File: config.mk
export PLATFORM = sky130hd
export DESIGN_NAME = lcd_frame_writer
export DESIGN_NICKNAME = d
export VERILOG_FILES = /design/src/rtl/lcd_frame_writer.sv
export SDC_FILE = /design/constraint.sdc
export NUM_CORES = 1
export LEC_CHECK = 0
export BUFFER_PORTS_ARGS = -buffer_cell sky130_fd_sc_hd__buf_2
export CORE_MARGIN = 1.5
export CORE_UTILIZATION = 55
export CTS_BUF_LIST = sky130_fd_sc_hd__clkbuf_4
export CTS_CLUSTER_SIZE = 8
export DETAILED_ROUTE_END_ITERATION = 7
export PLACE_DENSITY = 0.91
export SLEW_MARGIN = 0
export SYNTH_ARGS = -nofsm -noshare
export SYNTH_HDL_FRONTEND = slang
export SYNTH_SLANG_ARGS = --single-unit
File: constraint.sdc
create_clock -name clk -period 3.5 [get_ports clk]
set_input_delay 1.05 -clock clk [delete_from_list [all_inputs] [get_ports clk]]
set_output_delay 1.05 -clock clk [all_outputs]
set_load 0.005 [all_outputs]
File: src/rtl/lcd_frame_writer.sv
// Drives a 16x2 HD44780-style LCD in 8-bit write-only mode: runs the power-up/init
// command sequence, then redraws both lines from a snapshot on every update request.
module lcd_frame_writer #(
  parameter int POWERUP_CYC = 200000,
  parameter int EN_CYC      = 10,
  parameter int WAIT_CYC    = 500,
  parameter int CLEAR_CYC   = 20000
) (
  input  logic         clk,
  input  logic         rst,
  input  logic [127:0] row1,
  input  logic [127:0] row2,
  input  logic         update,
  output logic         busy,
  output logic         lcd_rs,
  output logic         lcd_rw,
  output logic         lcd_en,
  output logic [7:0]   lcd_data
);

  localparam int MAX_AB = (POWERUP_CYC > EN_CYC) ? POWERUP_CYC : EN_CYC;
  localparam int MAX_CD = (WAIT_CYC > CLEAR_CYC) ? WAIT_CYC : CLEAR_CYC;
  localparam int MAX_C  = (MAX_AB > MAX_CD) ? MAX_AB : MAX_CD;
  localparam int CW     = $clog2(MAX_C + 1);

  localparam logic [CW-1:0] PWR_LAST   = CW'(POWERUP_CYC - 1);
  localparam logic [CW-1:0] EN_LAST    = CW'(EN_CYC - 1);
  localparam logic [CW-1:0] WAIT_LAST  = CW'(WAIT_CYC - 1);
  localparam logic [CW-1:0] CLEAR_LAST = CW'(CLEAR_CYC - 1);

  typedef enum logic [2:0] {PWRUP, INIT, IDLE, ADDR1, LINE1, ADDR2, LINE2} state_t;
  typedef enum logic [1:0] {SETUP, PULSE, HOLD} phase_t;

  state_t         state_reg;
  phase_t         phase_reg;
  logic [CW-1:0]  cnt_reg;
  logic [3:0]     idx_reg;
  logic           pending_reg;
  logic [127:0]   snap1_reg;
  logic [127:0]   snap2_reg;

  state_t         nxt_state;
  logic [3:0]     nxt_idx;
  logic           nxt_rs;
  logic [7:0]     nxt_data;
  logic           nxt_idle;
  logic [CW-1:0]  hold_last;

  // Column 0 lives in the top byte; a null byte is shown as a space.
  function automatic logic [7:0] char_at(input logic [127:0] row, input logic [3:0] col);
    logic [6:0] base;
    logic [7:0] b;
    base = {~col, 3'b000};
    b    = row[base +: 8];
    return (b == 8'h00) ? 8'h20 : b;
  endfunction

  function automatic logic [7:0] init_cmd(input logic [1:0] i);
    case (i)
      2'd0:    return 8'h38;
      2'd1:    return 8'h0C;
      2'd2:    return 8'h06;
      default: return 8'h01;
    endcase
  endfunction

  assign lcd_rw    = 1'b0;
  assign hold_last = (!lcd_rs && lcd_data == 8'h01) ? CLEAR_LAST : WAIT_LAST;

  // What to put on the bus once the current slot's hold phase finishes.
  always_comb begin
    nxt_state = state_reg;
    nxt_idx   = idx_reg;
    nxt_rs    = 1'b0;
    nxt_data  = 8'h00;
    nxt_idle  = 1'b0;
    case (state_reg)
      INIT: begin
        if (idx_reg == 4'd3) nxt_idle = 1'b1;
        else begin
          nxt_idx  = idx_reg + 4'd1;
          nxt_data = init_cmd(idx_reg[1:0] + 2'd1);
        end
      end
      ADDR1: begin
        nxt_state = LINE1;
        nxt_idx   = 4'd0;
        nxt_rs    = 1'b1;
        nxt_data  = char_at(snap1_reg, 4'd0);
      end
      LINE1: begin
        if (idx_reg == 4'd15) begin
          nxt_state = ADDR2;
          nxt_idx   = 4'd0;
          nxt_data  = 8'hC0;
        end else begin
          nxt_idx  = idx_reg + 4'd1;
          nxt_rs   = 1'b1;
          nxt_data = char_at(snap1_reg, idx_reg + 4'd1);
        end
      end
      ADDR2: begin
        nxt_state = LINE2;
        nxt_idx   = 4'd0;
        nxt_rs    = 1'b1;
        nxt_data  = char_at(snap2_reg, 4'd0);
      end
      LINE2: begin
        if (idx_reg == 4'd15) nxt_idle = 1'b1;
        else begin
          nxt_idx  = idx_reg + 4'd1;
          nxt_rs   = 1'b1;
          nxt_data = char_at(snap2_reg, idx_reg + 4'd1);
        end
      end
      default: ;
    endcase
  end

  always_ff @(posedge clk) begin
    if (rst) begin
      state_reg   <= PWRUP;
      phase_reg   <= SETUP;
      cnt_reg     <= '0;
      idx_reg     <= '0;
      pending_reg <= 1'b0;
      snap1_reg   <= '0;
      snap2_reg   <= '0;
      busy        <= 1'b1;
      lcd_en      <= 1'b0;
      lcd_rs      <= 1'b0;
      lcd_data    <= 8'h00;
    end else begin
      if (state_reg != IDLE && update) pending_reg <= 1'b1;
      case (state_reg)
        PWRUP: begin
          if (cnt_reg == PWR_LAST) begin
            state_reg <= INIT;
            phase_reg <= SETUP;
            cnt_reg   <= '0;
            idx_reg   <= '0;
            lcd_rs    <= 1'b0;
            lcd_data  <= 8'h38;
          end else cnt_reg <= cnt_reg + 1'b1;
        end
        IDLE: begin
          pending_reg <= 1'b0;
          if (update || pending_reg) begin
            snap1_reg <= row1;
            snap2_reg <= row2;
            state_reg <= ADDR1;
            phase_reg <= SETUP;
            cnt_reg   <= '0;
            lcd_rs    <= 1'b0;
            lcd_data  <= 8'h80;
            busy      <= 1'b1;
          end
        end
        default: begin
          case (phase_reg)
            SETUP: begin
              phase_reg <= PULSE;
              lcd_en    <= 1'b1;
              cnt_reg   <= '0;
            end
            PULSE: begin
              if (cnt_reg == EN_LAST) begin
                phase_reg <= HOLD;
                lcd_en    <= 1'b0;
                cnt_reg   <= '0;
              end else cnt_reg <= cnt_reg + 1'b1;
            end
            default: begin
              if (cnt_reg == hold_last) begin
                cnt_reg <= '0;
                if (nxt_idle) begin
                  state_reg <= IDLE;
                  busy      <= 1'b0;
                end else begin
                  state_reg <= nxt_state;
                  idx_reg   <= nxt_idx;
                  phase_reg <= SETUP;
                  lcd_rs    <= nxt_rs;
                  lcd_data  <= nxt_data;
                end
              end else cnt_reg <= cnt_reg + 1'b1;
            end
          endcase
        end
      endcase
    end
  end

endmodule

==> results of run 1 <==
-- worst max-delay path, delay by kind of cell, from the launching register on --
kind                     cells  cell delay [ns]
AO/OA/AOI/OAI                2             0.37
multiplexers                 3             0.59
XOR/XNOR                     1             0.54
buffers and inverters        1             0.35
adder cells (fa/ha/maj)      1             0.54
flip-flops                   1             0.44
AND/OR/NAND/NOR              1             0.20
-- cells in the mapped netlist, drive strengths merged, types with 9 or more instances --
master	n	area, µm²
nand2	576	2162
dfxtp	295	5906
a21oi	281	1410
clkbuf	101	379.1
mux4	54	1216
mux2i	32	320.3
nor2	27	101.4
buf	26	145.1
nor3	26	135.1
nand3	18	90.09
o21ai	15	75.07
xor2	13	121.4
nand4	11	68.82
inv	10	37.53
nor4	9	56.30
xnor2	9	93.84
-- final cells by class --
class | instances | share of cell area [%]
Clock buffer | 112 | 5.321
Timing Repair Buffer | 291 | 10.26
Sequential cell | 295 | 37.40
Antenna cell | 1 | 0.01584
Multi-Input combinational cell | 1184 | 43.21
Tap cell | 319 | 2.526
Clock inverter | 19 | 1.029
Inverter | 10 | 0.2375
-- cells in the final DEF (no fill, tap or decap), types with 4 or more instances in the layout --
cell type / synthesis / routed
a211oi_1: 5 / 5
a21oi_1: 280 / 280
a221oi_1: 4 / 4
a22o_1: 5 / 5
a22oi_1: 4 / 4
a311oi_1: 5 / 5
a32oi_1: 4 / 4
and3_1: 8 / 8
buf_12: 0 / 8
buf_2: 14 / 268
buf_4: 4 / 14
clkbuf_4: 0 / 112
clkinv_1: 0 / 10
dfxtp_1: 295 / 294
ha_1: 6 / 5
inv_1: 9 / 9
mux2i_1: 32 / 32
mux4_2: 54 / 54
nand2_1: 576 / 576
nand2b_1: 5 / 5
nand3_1: 18 / 18
nand3b_1: 5 / 5
nand4_1: 11 / 11
nor2_1: 27 / 26
nor3_1: 25 / 25
nor4_1: 9 / 9
o21ai_0: 6 / 6
o21ai_1: 9 / 8
o221a_2: 5 / 5
o22ai_1: 5 / 5
xnor2_1: 7 / 7
xor2_1: 12 / 12
-- stage by stage --
| stage | area (µm²) | hold slack, ns |
|---|---|---|
| 6_report | 15800 | 0.4550 |
| 5_1_grt | 15800 | 0.4669 |
| 4_1_cts | 15800 | 0.4541 |
| 3_5_place_dp | 14800 | 0.4456 |
| 3_3_place_gp | 14800 | 0.4393 |
| 2_1_floorplan | 13250 | 0.4311 |
-- worst min path at each step --
stage	start	end	slack [ns]	cells after the start
6_report	snap1_reg[85]	snap1_reg[85]	0.46	2
5_1_grt	snap2_reg[91]	snap2_reg[91]	0.47	2
4_1_cts	snap1_reg[92]	snap1_reg[92]	0.45	2
3_5_place_dp	snap1_reg[92]	snap1_reg[92]	0.45	2
3_3_place_gp	snap1_reg[92]	snap1_reg[92]	0.44	2
2_1_floorplan	snap1_reg[91]	snap1_reg[91]	0.43	2
-- layer usage --
layer / wire length (µm) / vias up / global-route usage (%)
li1: - / 6068 / -
met1: 16780 / 6141 / 42.17
met2: 19240 / 645 / 51.92
met3: 3482 / 119 / 7.063
met4: 1337 / 0 / 14.24
met5: 0 / - / 0
-- report_power, final --
group / internal, µW / switching [µW] / total (µW)
logic: 162 / 193 / 355
clock network: 1690 / 1420 / 3110
registers: 3370 / 16.2 / 3380
-- cell families after synthesis --
| group | Yosys count |
|---|---|
| compound gates | 363 |
| fa+ha+maj | 6 |
| flops | 295 |
| xor+xnor | 22 |
| other cells | 1 |
| simple gates | 705 |
| buf+inv | 137 |
| mux | 87 |
==> flow_summary.ini, run 1 <==
[run_status]
status = finished clean

[clock_network]
clkLatencyLatePin_ns = 0.70
cts_tree = built
cts_resized = 0
clk_pin_slew_ns = 0.07
postCtsHoldBufs = 0
cts_root_buf = clkbuf_4
cts_made_buffers = 77
clockBufferDepth = 3
htreeDepth = 3
post-cts-setup-buffer-count = 0
clock_sinks = 295

[synthesis]
yosys.area_share.simple_pct = 21.74
yosys.area_share.adder_pct = 0.5665
synth.avg_cell_area_um2 = 8.200
synth_xor_area_share_pct = 1.624
ys_types = 70
ys_ff_latch = 295
synth_top_family_by_area = simple AND/OR/NAND/NOR gates
muxShareOfSynthArea_pct = 11.68
netlist_area_um2 = 13250
synth_async_sr_flop_share_pct = 0
synth_seq_area_share_pct = 44.57
synth_edf_count = 0
synthCells = 1616
syn_nets = 1881
ys.flop_type = dfxtp_1
synth_compound_area_share_pct = 15.55
yosys_warnings = 0

[timing]
fmax_mhz = 316.0
setup_violations = 0
finalMaxSlewViolations = 0
slew_headroom_pct = 33.53
fin_setup_tns_ns = 0
tightest_slew_ns = 0.9970
skew_ns = 0.04748
final-hold-violation-count = 0
period_share_pct = 90.43
fin_crit_ns = 3.165
fin_ws_ns = 0.3351
rsz0062_at_grt = false

[power]
p_per_area_nw_per_um2 = 433.1
ir_worst_vdd_v = 0.0003234
p_leak_uw = 0.005825
power_uw = 6844

[cells_and_area]
register_area_um2 = 5909
finish.utilization_pct = 67.12
fill_cells = 1871
layout-drive-gt1-share_pct = 25.59
area_growth_pct = 19.24
multi_input_area_um2 = 6828
fin_cells = 2231
layout.nets = 2124

[global_routing]
grt_pass1_wl_um = 63060
grt_pass1_vias = 12450
grt_max_degree = 156
track_usage_pct = 32.43
antenna_found_initial = 1
overflow = 0

[critical_path]
cp-end-kind = flop
critPathKind = flop to flop
path_cells = ha_1, xor2_4, buf_4, mux4_2, mux2i_1, mux2i_1, nor4_1, a211oi_1, a311oi_1
slowest_stage = ha_1
critPathMaxFanout = 17
slowest_delay_ns = 0.54
r2r_cells = 9
worstPathArrival_ns = 3.73
r2r-start = idx_reg[1]
crit_path_start = idx_reg[1]
r2r_setup_slack_ns = 0.34
path_common_cell = mux2i_1
rr_endpoint = lcd_data[5]
cp.required_ns = 4.07
worstSetupStartpointType = flop
endpoint = lcd_data[5]

[drt]
drt-wirelength-per-cell_um = 18.30
routed_wirelength_um = 40830
drt_pass1_iterations = 8
via_per_inst = 5.815
drt_iter0_markers = 1423
drc = 0
antenna_left = 0
num_vias = 12970

[floorplan]
ios = 271
initial_core_util_pct = 56.29
chipHeight_um = 158.2
fp.dieW_um = 158.2
core_area_um2 = 23540
num_rows = 56
die_area_um2 = 25030

[placement]
portBuffers = 269
pre_cts_ws_ns = 0.4159
gp_congestion = 0.9650
dp_cells = 2099
hpwl_um = 28720

[run]
cap_violations = 0

[hold_path]
min_path_type = flop to flop
Note: power is estimated with default switching activity, not from simulation.
==> run 2: changes to the inputs <==
--- a/config.mk
+++ b/config.mk
@@ -12,6 +12,7 @@
 export CTS_CLUSTER_SIZE = 8
 export DETAILED_ROUTE_END_ITERATION = 7
 export PLACE_DENSITY = 0.91
+export REMOVE_ABC_BUFFERS = 1
 export SLEW_MARGIN = 0
 export SYNTH_ARGS = -nofsm -noshare
 export SYNTH_HDL_FRONTEND = slang
==> flow_summary.ini, run 2 (same netlist as run 1, synthesis figures left out) <==
[run_status]
status = finished clean

[drt]
routed_wirelength_um = 38900
via_per_inst = 5.818
drt_iter0_markers = 1271
num_vias = 12970
antenna_left = 0
drt_pass1_iterations = 6
drt-wirelength-per-cell_um = 17.44
drc = 0

[critical_path]
r2r_setup_slack_ns = 0.22
cp.required_ns = 4.04
critPathKind = flop to flop
worstSetupStartpointType = flop
endpoint = lcd_data[1]
critPathMaxFanout = 27
crit_path_start = idx_reg[1]
rr_endpoint = lcd_data[1]
r2r_cells = 9
r2r-start = idx_reg[1]
worstPathArrival_ns = 3.82
cp-end-kind = flop

[timing]
holdWs_ns = 0.4523
final-hold-violation-count = 0
fin_crit_ns = 3.281
setup_violations = 0
fin_setup_tns_ns = 0
tightest_slew_ns = 1.103
slew_headroom_pct = 26.47
rsz0062_at_grt = false
finalMaxSlewViolations = 0
fmax_mhz = 304.8
skew_ns = 0.04272
period_share_pct = 93.73

[global_routing]
grt_pass1_wl_um = 61900
grt_max_degree = 165
antenna_found_initial = 1
track_usage_pct = 31.60
overflow = 0
grt_pass1_vias = 12660

[clock_network]
clock_sinks = 295
htreeDepth = 3
postCtsHoldBufs = 0
clkLatencyLatePin_ns = 0.71
clk_pin_slew_ns = 0.07
clockBufferDepth = 3
post-cts-setup-buffer-count = 0
cts_tree = built
cts_made_buffers = 74
cts_root_buf = clkbuf_4
cts_resized = 0

[floorplan]
chipHeight_um = 158.2
die_area_um2 = 25030
initial_core_util_pct = 56.29
num_rows = 56
ios = 271
fp.dieW_um = 158.2
core_area_um2 = 23540

[placement]
dp_cells = 2108
place_area_um2 = 14850
hpwl_um = 27510
portBuffers = 269
gp_congestion = 0.9314

[power]
p_leak_uw = 0.005783
p_per_area_nw_per_um2 = 415.4
pwr-share-comb_pct = 5.5
p_sw_share_pct = 23.85
p_int_uw = 4976
seq_power_share_pct = 51.8
netSwitchingPower_uw = 1559
ir_worst_vdd_v = 0.0002469
p_clk_share_pct = 42.8

[cells_and_area]
finish.utilization_pct = 66.82
area_growth_pct = 18.71
layout_commonest_cell = nand2_1
finish.instance_area_um2 = 15730
mostFrequentLayoutCells = 576 x nand2_1, 294 x dfxtp_1, 280 x a21oi_1
layout-drive-gt1-share_pct = 25.24
layout.nets = 2130
fin_cells = 2230

[hold_path]
hold_start = snap2_reg[37]
min_path_type = flop to flop

[run]
cap_violations = 0
## run 2: changes by cell type in the layout (fill, tap and decap cells not counted), sizes merged
cell / change
buf: +9
bufinv: -1
clkbuf: -14
clkinv: +4
clkinvlp: +1
## run 2: worst max-delay path, cell delays in order (launching register included)
cell	delay (ns)
dfxtp_1	0.39
ha_1	0.29
xnor2_4	0.87
buf_4	0.29
mux4_2	0.29
mux2_2	0.27
a21oi_1	0.31
o221ai_1	0.18
a22oi_1	0.18
nor2_1	0.06
## run 2: layer usage
metal / track usage [%] / share of wire, % / up-vias
li1: - / - / 6078
met1: 38.41 / 39 / 6029
met2: 52.03 / 48 / 696
met3: 5.420 / 7.3 / 171
met4: 19.98 / 5.8 / 0
met5: 0 / 0 / -
## run 2: how the worst min path moves through the flow
stage               slack (ns)  cells past startpoint              to
floorplan                 0.43                      2   snap1_reg[91]
global placement          0.44                      2   snap2_reg[70]
detailed placement        0.45                      2  snap1_reg[118]
CTS                       0.45                      2  snap1_reg[118]
global route              0.47                      2   snap2_reg[45]
finish                    0.45                      2   snap2_reg[37]
## run 2: per-stage QoR
| stage | total power, µW | worst slack, ns |
|---|---|---|
| floorplan | 3553 | -6.122 |
| global placement | 3800 | 0.3767 |
| detailed placement | 3806 | 0.2689 |
| CTS | 6561 | 0.2688 |
| global route | 6779 | 0.06994 |
| finish | 6535 | 0.2193 |
## run 2: area by class of cell
class / count / area, µm²
sequential: 295 / 5909
fill: 1915 / 7811
multi-input combinational: 1184 / 6838
clock buffer: 98 / 735.7
inverter: 10 / 37.54
clock inverter: 23 / 145.1
tap: 319 / 399.1
timing repair buffer: 300 / 1664
antenna: 1 / 2.502
## run 2: power groups by stage
stage | combinational (µW) | sequential (µW) | clock, µW
after floorplan | 90.4 | 3460 | 0
after detailed placement | 348 | 3460 | 0
after global placement | 343 | 3460 | 0
after CTS | 352 | 3380 | 2830
after global routing | 388 | 3380 | 3010
final | 358 | 3380 | 2800
==> run 3: changes to the inputs <==
--- a/config.mk
+++ b/config.mk
@@ -5,13 +5,13 @@
 export SDC_FILE = /design/constraint.sdc
 export NUM_CORES = 1
 export LEC_CHECK = 0
-export BUFFER_PORTS_ARGS = -buffer_cell sky130_fd_sc_hd__buf_2
 export CORE_MARGIN = 1.5
-export CORE_UTILIZATION = 55
+export CORE_UTILIZATION = 65
 export CTS_BUF_LIST = sky130_fd_sc_hd__clkbuf_4
 export CTS_CLUSTER_SIZE = 8
 export DETAILED_ROUTE_END_ITERATION = 7
-export PLACE_DENSITY = 0.91
+export DONT_BUFFER_PORTS = 1
+export PLACE_DENSITY = 0.92
 export REMOVE_ABC_BUFFERS = 1
 export SLEW_MARGIN = 0
 export SYNTH_ARGS = -nofsm -noshare
==> flow_summary.ini, run 3 (same netlist as run 1, synthesis figures left out) <==
[run_status]
status = finished clean

[global_routing]
grt_pass1_wl_um = 56130
track_usage_pct = 32.83
grt_pass1_vias = 11150
overflow = 0
grt_max_degree = 298
antenna_found_initial = 2

[critical_path]
cp.required_ns = 4.09
worstSetupStartpointType = flop
cp-end-kind = flop
slowest_delay_ns = 0.54
worst-path-buf-inv = 1
critPathMaxFanout = 24
path_cells = ha_1, xor2_4, buf_12, mux2i_1, a221oi_1, a32o_1, nor4_1, a211oi_1, a311oi_1
worstPathArrival_ns = 3.66
critical-path-top-delay-family = compound AO/OA/AOI/OAI gates
critPathKind = flop to flop
slowest_stage = ha_1

[clock_network]
postCtsHoldBufs = 0
cts_root_buf = clkbuf_4
clkLatencyLatePin_ns = 0.71
clockBufferDepth = 3
htreeDepth = 3
clk_pin_slew_ns = 0.07
clock_sinks = 295
cts_tree = built
cts_resized = 0
cts_made_buffers = 76
post-cts-setup-buffer-count = 0

[cells_and_area]
area_growth_pct = 7.365
fill_cells = 1567
layout_commonest_cell = nand2_1
fin_cells = 1902
mostFrequentLayoutCells = 576 x nand2_1, 294 x dfxtp_1, 280 x a21oi_1
layout.nets = 1851
layout-drive-gt1-share_pct = 12.70

[run]
cap_violations = 0

[drt]
drc = 0
via_per_inst = 6.149
num_vias = 11700
drt_iter0_markers = 1102
antenna_left = 0
drt_pass1_iterations = 5
routed_wirelength_um = 35480
drt-wirelength-per-cell_um = 18.65

[timing]
tightest_slew_ns = 1.110
skew_ns = 0.04016
finalMaxSlewViolations = 0
fin_crit_ns = 3.071
setup_violations = 0
rsz0062_at_grt = false
slew_headroom_pct = 26.00
fmax_mhz = 325.6
period_share_pct = 87.76
final-hold-violation-count = 0

[floorplan]
die_area_um2 = 21250
ios = 271
chipHeight_um = 145.8
num_rows = 52
initial_core_util_pct = 65.91
fp.dieW_um = 145.8
core_area_um2 = 20100

[placement]
portBuffers = 0
hpwl_um = 23910
dp_cells = 1778
gp_congestion = 0.9686

[power]
p_per_area_nw_per_um2 = 446.0
p_leak_uw = 0.004652
power_uw = 6345
ir_worst_vdd_v = 0.0002795

[hold_path]
min_path_type = flop to flop
run 3: cell types whose count changed in the layout (fill, tap and decap cells not counted), sizes merged:
cell and delta:
bufinv -1, clkbuf +6, clkinv -4, diode +1
buf -281
run 3: cell type report:
cell class | instances | area, µm² | share of cell area (%)
inverter | 10 | 37.54 | 0.2638
clock buffer | 104 | 780.7 | 5.488
timing repair buffer | 19 | 217.7 | 1.530
multi-input combinational | 1184 | 6838 | 48.06
antenna | 2 | 5.005 | 0.03518
clock inverter | 18 | 101.3 | 0.7123
sequential | 295 | 5909 | 41.54
tap | 270 | 337.8 | 2.374
run 3: worst register-to-register path: stages (launching register included):
cell and delay (ns):
dfxtp_1 0.46, ha_1 0.54, xor2_4 0.40, buf_12 0.24
mux2i_1 0.21, a221oi_1 0.12, a32o_1 0.32, nor4_1 0.30
a211oi_1 0.12, a311oi_1 0.24
run 3: path summary, 6_finish.rpt:
path	start	to	slack, ns	cells after the start
setup / recovery	idx_reg[1]	lcd_data[5]	0.43	9
hold / removal	snap1_reg[29]	snap1_reg[29]	0.45	2
setup reg to reg	idx_reg[1]	lcd_data[5]	0.43	9
hold reg to reg	snap1_reg[29]	snap1_reg[29]	0.45	2
run 3: metrics by stage:
step | setup TNS (ns) | instance area, µm² | hold slack, ns | setup WS (ns) | util [%]
global placement | 0 | 13340 | 0.4365 | 0.5646 | 66.36
global route | 0 | 14230 | 0.4348 | 0.1802 | 70.77
floorplan | -1594.10 | 12730 | 0.4251 | -6.122 | -
detailed placement | 0 | 13340 | 0.4423 | 0.4825 | 66.36
CTS | 0 | 14220 | 0.4240 | 0.4238 | 70.74
finish | 0 | 14230 | 0.4546 | 0.4285 | 70.77
run 3: metal layers:
layer | share of wire [%] | vias up | global-route usage [%] | routed length, µm
met4 | 3.6 | 0 | 14.80 | 1294
met1 | 40 | 5406 | 42.95 | 14120
li1 | - | 5513 | - | -
met3 | 9.6 | 106 | 7.743 | 3388
met5 | 0 | - | 0 | 0
met2 | 47 | 671 | 51.98 | 16670
run 3: where the power goes:
group / internal [µW] / leakage, µW / switching [µW] / total (µW)
registers: 3370 / 0.00238 / 16.1 / 3380
clock network: 1440 / 0.000530 / 1390 / 2830
logic: 52.9 / 0.00175 / 80.7 / 134
total: 4860 / 0.00465 / 1490 / 6350
